<file path="src/rtl/compy_bus_arbiter.sv">
// compy_bus_arbiter: shares one synchronous-read memory port between the chroni video
// fetch path and the CPU requester. Chroni has priority, but the CPU always gets a slot.
module compy_bus_arbiter #(
  parameter int unsigned RD_LATENCY       = 1,
  parameter int unsigned CHRONI_MAX_BURST = 4
) (
  input  logic        sys_clk,
  input  logic        reset,
  input  logic        chroni_rd_req,
  input  logic [13:0] chroni_addr,
  input  logic [7:0]  chroni_page,
  output logic        chroni_rd_ack,
  output logic [7:0]  chroni_data,
  input  logic        cpu_req,
  input  logic        cpu_we,
  input  logic [15:0] cpu_addr,
  input  logic [7:0]  cpu_wdata,
  output logic        cpu_ack,
  output logic [7:0]  cpu_rdata,
  output logic [16:0] mem_addr,
  output logic        mem_rd,
  output logic        mem_wr,
  output logic [7:0]  mem_wdata,
  input  logic [7:0]  mem_rdata,
  output logic        busy
);

  typedef enum logic [1:0] {ST_IDLE, ST_ISSUE, ST_WAIT, ST_ACK} state_t;
  typedef enum logic {OWN_CHRONI, OWN_CPU} owner_t;

  localparam logic [2:0] LAT_LOAD  = 3'(RD_LATENCY);
  localparam logic [3:0] BURST_MAX = 4'(CHRONI_MAX_BURST);

  state_t      state;
  state_t      state_nxt;
  owner_t      owner;
  logic        acc_we;
  logic [2:0]  lat_cnt;
  logic [3:0]  streak;
  logic        grant_chroni;
  logic        grant_cpu;
  logic [16:0] chroni_full_addr;

  // Page is in 512-byte units; the sum wraps silently at the 17-bit boundary.
  assign chroni_full_addr = {chroni_page, 9'b0} + {3'b0, chroni_addr};

  // NOTE: every signal assigned in an always_comb gets a default first, so no path
  // through the block can leave it unassigned and infer a latch.
  always_comb begin
    grant_chroni = 1'b0;
    grant_cpu    = 1'b0;
    if (state == ST_IDLE) begin
      if (cpu_req && (!chroni_rd_req || streak >= BURST_MAX)) begin
        grant_cpu = 1'b1;
      end else if (chroni_rd_req) begin
        grant_chroni = 1'b1;
      end
    end
  end

  // NOTE: sequential state uses non-blocking assignments so every register samples
  // the pre-edge values, independent of statement order between always_ff blocks.
  always_ff @(posedge sys_clk) begin
    if (reset) begin
      state <= ST_IDLE;
    end else begin
      state <= state_nxt;
    end
  end

  always_comb begin
    state_nxt     = state;
    mem_rd        = 1'b0;
    mem_wr        = 1'b0;
    chroni_rd_ack = 1'b0;
    cpu_ack       = 1'b0;
    busy          = (state != ST_IDLE);
    unique case (state)
      ST_IDLE: begin
        if (grant_chroni || grant_cpu) state_nxt = ST_ISSUE;
      end
      ST_ISSUE: begin
        mem_rd    = !acc_we;
        mem_wr    = acc_we;
        state_nxt = acc_we ? ST_ACK : ST_WAIT;
      end
      ST_WAIT: begin
        if (lat_cnt == 3'd1) state_nxt = ST_ACK;
      end
      ST_ACK: begin
        chroni_rd_ack = (owner == OWN_CHRONI);
        cpu_ack       = (owner == OWN_CPU);
        state_nxt     = ST_IDLE;
      end
      default: state_nxt = ST_IDLE;
    endcase
  end

  // Access fields are latched at grant, so requester inputs are don't-care afterwards.
  always_ff @(posedge sys_clk) begin
    if (reset) begin
      owner       <= OWN_CHRONI;
      acc_we      <= 1'b0;
      mem_addr    <= '0;
      mem_wdata   <= '0;
      lat_cnt     <= '0;
      streak      <= '0;
      chroni_data <= '0;
      cpu_rdata   <= '0;
    end else begin
      if (state == ST_IDLE) begin
        if (grant_cpu || !cpu_req) begin
          streak <= '0;
        end else if (grant_chroni && streak != 4'hF) begin
          streak <= streak + 4'd1;
        end
      end

      if (grant_chroni) begin
        owner    <= OWN_CHRONI;
        acc_we   <= 1'b0;
        mem_addr <= chroni_full_addr;
      end else if (grant_cpu) begin
        owner     <= OWN_CPU;
        acc_we    <= cpu_we;
        mem_addr  <= {1'b0, cpu_addr};
        mem_wdata <= cpu_wdata;
      end

      if (state == ST_ISSUE) begin
        lat_cnt <= LAT_LOAD;
      end else if (state == ST_WAIT) begin
        lat_cnt <= lat_cnt - 3'd1;
        if (lat_cnt == 3'd1) begin
          if (owner == OWN_CHRONI) chroni_data <= mem_rdata;
          else                     cpu_rdata   <= mem_rdata;
        end
      end
    end
  end

endmodule

</file>
<file path="config.mk">
export PLATFORM = sky130hd
export DESIGN_NAME = compy_bus_arbiter
export DESIGN_NICKNAME = d
export VERILOG_FILES = /design/src/rtl/compy_bus_arbiter.sv
export SDC_FILE = /design/constraint.sdc
export NUM_CORES = 1
export LEC_CHECK = 0
export CAP_MARGIN = 20
export CORE_MARGIN = 2
export CORE_UTILIZATION = 40
export DETAILED_ROUTE_END_ITERATION = 16
export PLACE_DENSITY = 0.85
export SETUP_SLACK_MARGIN = 0.5
export SYNTH_ARGS = -nofsm -noshare
export SYNTH_HDL_FRONTEND = slang
export SYNTH_SLANG_ARGS = --single-unit
</file>
<file path="constraint.sdc">
create_clock -name sys_clk -period 3.9 [get_ports sys_clk]
set_input_delay 0.78 -clock sys_clk [delete_from_list [all_inputs] [get_ports sys_clk]]
set_output_delay 0.78 -clock sys_clk [all_outputs]
set_load 0.005 [all_outputs]
</file>
Yosys cells after proc, flatten, opt, wreduce, memory -nomap -nowiden
Cells that the tools add are included.

Add/sub/neg operators: 3. Order comparisons: 1. Equality and inequality tests: 7. Multiplexer cells: 19. Bitwise gates (word level): 3. Reduce and logical (&&, ||, !) cells: 20.

Operators by type and width (number): $mux 17 (2); $add 17x14->17 (1); $mux 1 (12); $mux 4 (2); $pmux 2 s4 (1); $reduce_and 4->1 (2); $reduce_bool 2->1 (4); $reduce_and 2->1 (3); $add 4x1->4 const B (1); $eq 2x2->1 const B (2); $ge 4x3->1 const B (1); $mux 2 (2); $ne 4x4->1 const B (1); $reduce_or 2->1 (2); $eq 3x1->1 const B (1); $logic_not 1->1 (3); $logic_or 1x1->1 (3); $not 1->1 (3); $sub 3x1->3 const B (1); $eq 2x1->1 const B (1); $logic_and 1x1->1 (2); $logic_not 2->1 (1); $ne 2x1->1 const B (1); $ne 2x2->1 const B (1).

Register bits after elaboration: 52. Output and inout port bits: 46. Logic and storage cells: 63.

Depth between registers and ports, before layout
Depth in word-level cells: 8. Depth in mapped cells: 8. Gate-level depth less buffers: 8.

Worst setup path after synthesis
No wires, ideal clock.

Path kind: in2reg. Start point: input chroni_addr[12]. End point: register mem_addr[16]. Setup time: 88 ps. Arrival time: 2070 ps. Required time: 3812 ps. Setup slack: 1742 ps. Stages on the path: 6. Cell sequence: ha_1 -> nand3_1 -> nor2_2 -> a211oi_1 -> or4_1 -> a311oi_2.

Word-level cells in the longest chain between the ends: 2.

Ends and longest elaborated chain: start: declaration (line 10) `input logic [13:0] chroni_addr,`; $add 17x14->17 (line 45) `assign chroni_full_addr = {chroni_page, 9'b0} + {3'b0, chroni_addr};`; $mux 17 (line 119) `if (grant_chroni) begin`; end signal: assignment (line 122) `mem_addr <= chroni_full_addr;`; end signal: assignment (line 126) `mem_addr <= {1'b0, cpu_addr};`; end: declaration (line 20) `output logic [16:0] mem_addr,`.

Every way passes these cells. A chain may end at the register's enable or synchronous reset.

Final worst setup path
Start point: register state[0]. End point: output busy.

Word-level cells in the longest chain between the ends: 1.

Ends and longest elaborated chain: start: declaration (line 34) `state_t state;`; start signal: assignment (line 67) `state <= state_nxt;`; $reduce_bool 2->1 (line 77) `busy = (state != ST_IDLE);`; end: declaration (line 25) `output logic busy`.

Every way passes these cells.

==> qor.yml <==
run_status:
  outcome: "complete, no violations"
pwr:
  powerDensity_nw_per_um2: 467
  clock_power_share_pct: 19.2
  p_leak_uw: 0.00135
  p_seq_share_pct: 41.0
  p_sw_share_pct: 33.8
  switchingPower_uw: 551
  internal_power_uw: 1080
  peakVddDrop_uv: 265
  pwr-share-comb_pct: 39.8
clocking:
  cts_sinks: 52
  numCtsBuffers: 5
  cts_hold_buf: 0
  clockBufferDepth: 2
  postCtsSetupRepairBufs: 0
  htreeDepth: 2
  cts_tree: "built"
  clk_pin_slew_worst_paths_ns: 0.09
  root_buffer: "clkbuf_8"
  clkLatencyLatePin_ns: 0.31
  cts_resized: 0
yosys:
  ys.flop_type: "dfxtp_1"
  syn_avg_cell_area_um2: 9.10
  synth_warnings: 0
  synth_cell_type_count: 40
  syn-cell-area_um2: 2330
  synth.area.top_cells: "dfxtp_1 45%, mux2i_1 7.3%, ha_1 6.4%"
  async_reset_ff_share_pct: 0
  synth_fp_nets: 328
  ys_seq_area_share_pct: 44.7
  ys_ff_latch: 52
  synthCells: 256
  synth_edf_count: 0
  yosys.area.top_type: "dfxtp_1"
  synth_top_area_share_pct: 44.7
global_routing:
  grt_first_pass_wirelength_mm: 9.49
  grt_pass1_vias: 2138
  grt_max_degree: 53
  grt_use_total_pct: 18.5
  antenna_found_initial: 0
  grt-ovfl-total: 0
route:
  ant_nets: 0
  drt-total-wl_mm: 5.86
  drc_errors: 0
  drt_iter0_markers: 108
  wl_per_cell_um: 13.7
  vias: 2206
  via_per_inst: 5.15
  drt_first_pass_iters: 5
hold_path:
  hold_class: "flip-flop to flip-flop"
critical_path:
  cp-start-kind: "flip-flop"
  critPathRequiredTime_ns: 3.12
  max_stage_delay_ns: 0.52
  cpMostUsedCell: "inv_1"
  worst-path-buf-inv: 3
  worstPathMaxFanout: 12
  worstPathCellList: "inv_1, ha_1, inv_1, clkdlybuf4s50_1"
  cp_top_family: "buffers and inverters"
  critPathArrivalTime_ns: 1.79
  end_kind: "primary output"
  crit_type: "flip-flop to primary output"
  cp_slowest_cell: "clkdlybuf4s50_1"
final_layout:
  area_growth_pct: 50.1
  most-common-layout-cells: "103 x clkdlybuf4s50_1, 52 x dfxtp_1, 38 x nor2_1"
  final_common_cell: "clkdlybuf4s50_1"
  drive_above_1_share_pct: 4.78
  nets: 427
  diodes: 0
flow_run:
  max-cap-violations: 0
sta:
  tns_ns: 0
  final_hold_viol_count: 0
  setup_viol: 0
  period_share_pct: 65.9
  relSlewSlack_pct: 38.7
  max_freq_mhz: 389
  fin_crit_ns: 2.57
  maxSlewViolCount: 0
  fin_ws_ns: 1.33
  skew_ns: 0.00968
  rsz0062_at_grt: "no"
  worst_slew_pin_slew_ns: 0.920
floorplan:
  rows: 27
  die_area_um2: 6450
  core_um2: 5570
  ios: 105
  initial_core_util_pct: 41.8
  die_w_um: 80.3
  dieHeight_um: 80.3
place:
  place.gp.congestion: 0.761
  port_buffers: 104
  place_ws_ns: 1.13
  hpwl_mm: 4.25
## cells in the mapped netlist (all sizes together) (2+ instances only)
cell,count
a2111oi,2
a211oi,5
a21o,2
a21oi,18
a222oi,12
a311oi,2
and2,2
and3,3
buf,6
clkbuf,8
dfxtp,52
ha,12
inv,10
mux2i,17
nand2,32
nand3,2
nand4,2
nor2,40
nor2b,3
nor3,4
o21ai,5
xor2,4
## final cells by class
class | instances | area (um^2)
Sequential cell | 52 | 1040
Clock buffer | 5 | 68.8
Inverter | 10 | 37.5
Tap cell | 72 | 90.1
Timing Repair Buffer | 106 | 1050
Clock inverter | 3 | 22.5
Fill cell | 475 | 2080
Multi-Input combinational cell | 180 | 1180
## flip-flops by register name, indices dropped and copies added, names as in the netlist
signal       flops
mem_addr        17
owner            1
streak           4
lat_cnt          3
state            2
mem_wdata        8
cpu_rdata        8
chroni_data      8
acc_we           1
## through the flow
step / cell area [um^2] / hold WS [ns] / total power, uW / util (%) / cells
2_1_floorplan: 2330 / 0.436 / 1040 / - / 256
3_3_place_gp: 3400 / 0.441 / 1310 / 61.1 / 420
3_5_place_dp: 3400 / 0.449 / 1330 / 61.1 / 420
4_1_cts: 3490 / 0.464 / 1650 / 62.7 / 428
5_1_grt: 3490 / 0.478 / 1740 / 62.7 / 428
6_report: 3490 / 0.461 / 1630 / 62.7 / 428
## worst min-delay path: cells and delay by family (launching register included)
family / cells / cell delay [ns]
DFF: 1 / 0.32
and+or+nand+nor: 1 / 0.05
AOI/OAI and AO/OA: 1 / 0.05
## power groups by stage
| stage | clock network [uW] | registers (uW) | logic [uW] |
|---|---|---|---|
| 2_1_floorplan | 0 | 676 | 364 |
| 3_3_place_gp | 0 | 676 | 633 |
| 3_5_place_dp | 0 | 679 | 651 |
| 4_1_cts | 325 | 668 | 655 |
| 5_1_grt | 346 | 679 | 718 |
| 6_report | 314 | 669 | 649 |
## final timing paths
path                  end  slack [ns]  cells after the start          from
min reg2reg  mem_wdata[7]        0.46                      2  mem_wdata[7]
max                  busy        1.33                      4      state[0]
max reg2reg  mem_addr[13]        1.73                      7      state[0]
min          mem_wdata[7]        0.46                      2  mem_wdata[7]
## per-layer routing
| layer | up-vias | wire length (um) | share of wire, % | GRT usage, % |
|---|---|---|---|---|
| met3 | 10 | 418 | 7.1 | 5.84 |
| met5 | - | 0 | 0 | 0 |
| li1 | 1098 | - | - | - |
| met4 | 0 | 89 | 1.5 | 6.61 |
| met1 | 1015 | 2530 | 43 | 22.0 |
| met2 | 83 | 2820 | 48 | 31.3 |
## cells by family (layout without fill, tap and decap cells)
logic type / after synthesis / count (layout) / share of synthesized area [%]
adder cells (fa/ha/maj): 13 / 13 / 7.31
buffers and inverters: 24 / 124 / 4.46
flip-flops: 52 / 52 / 44.7
AO/OA/AOI/OAI: 51 / 51 / 16.0
multiplexers: 17 / 17 / 7.31
XOR/XNOR: 5 / 5 / 1.88
AND/OR/NAND/NOR: 94 / 94 / 18.4
Note: power is estimated with default switching activity, not from simulation.
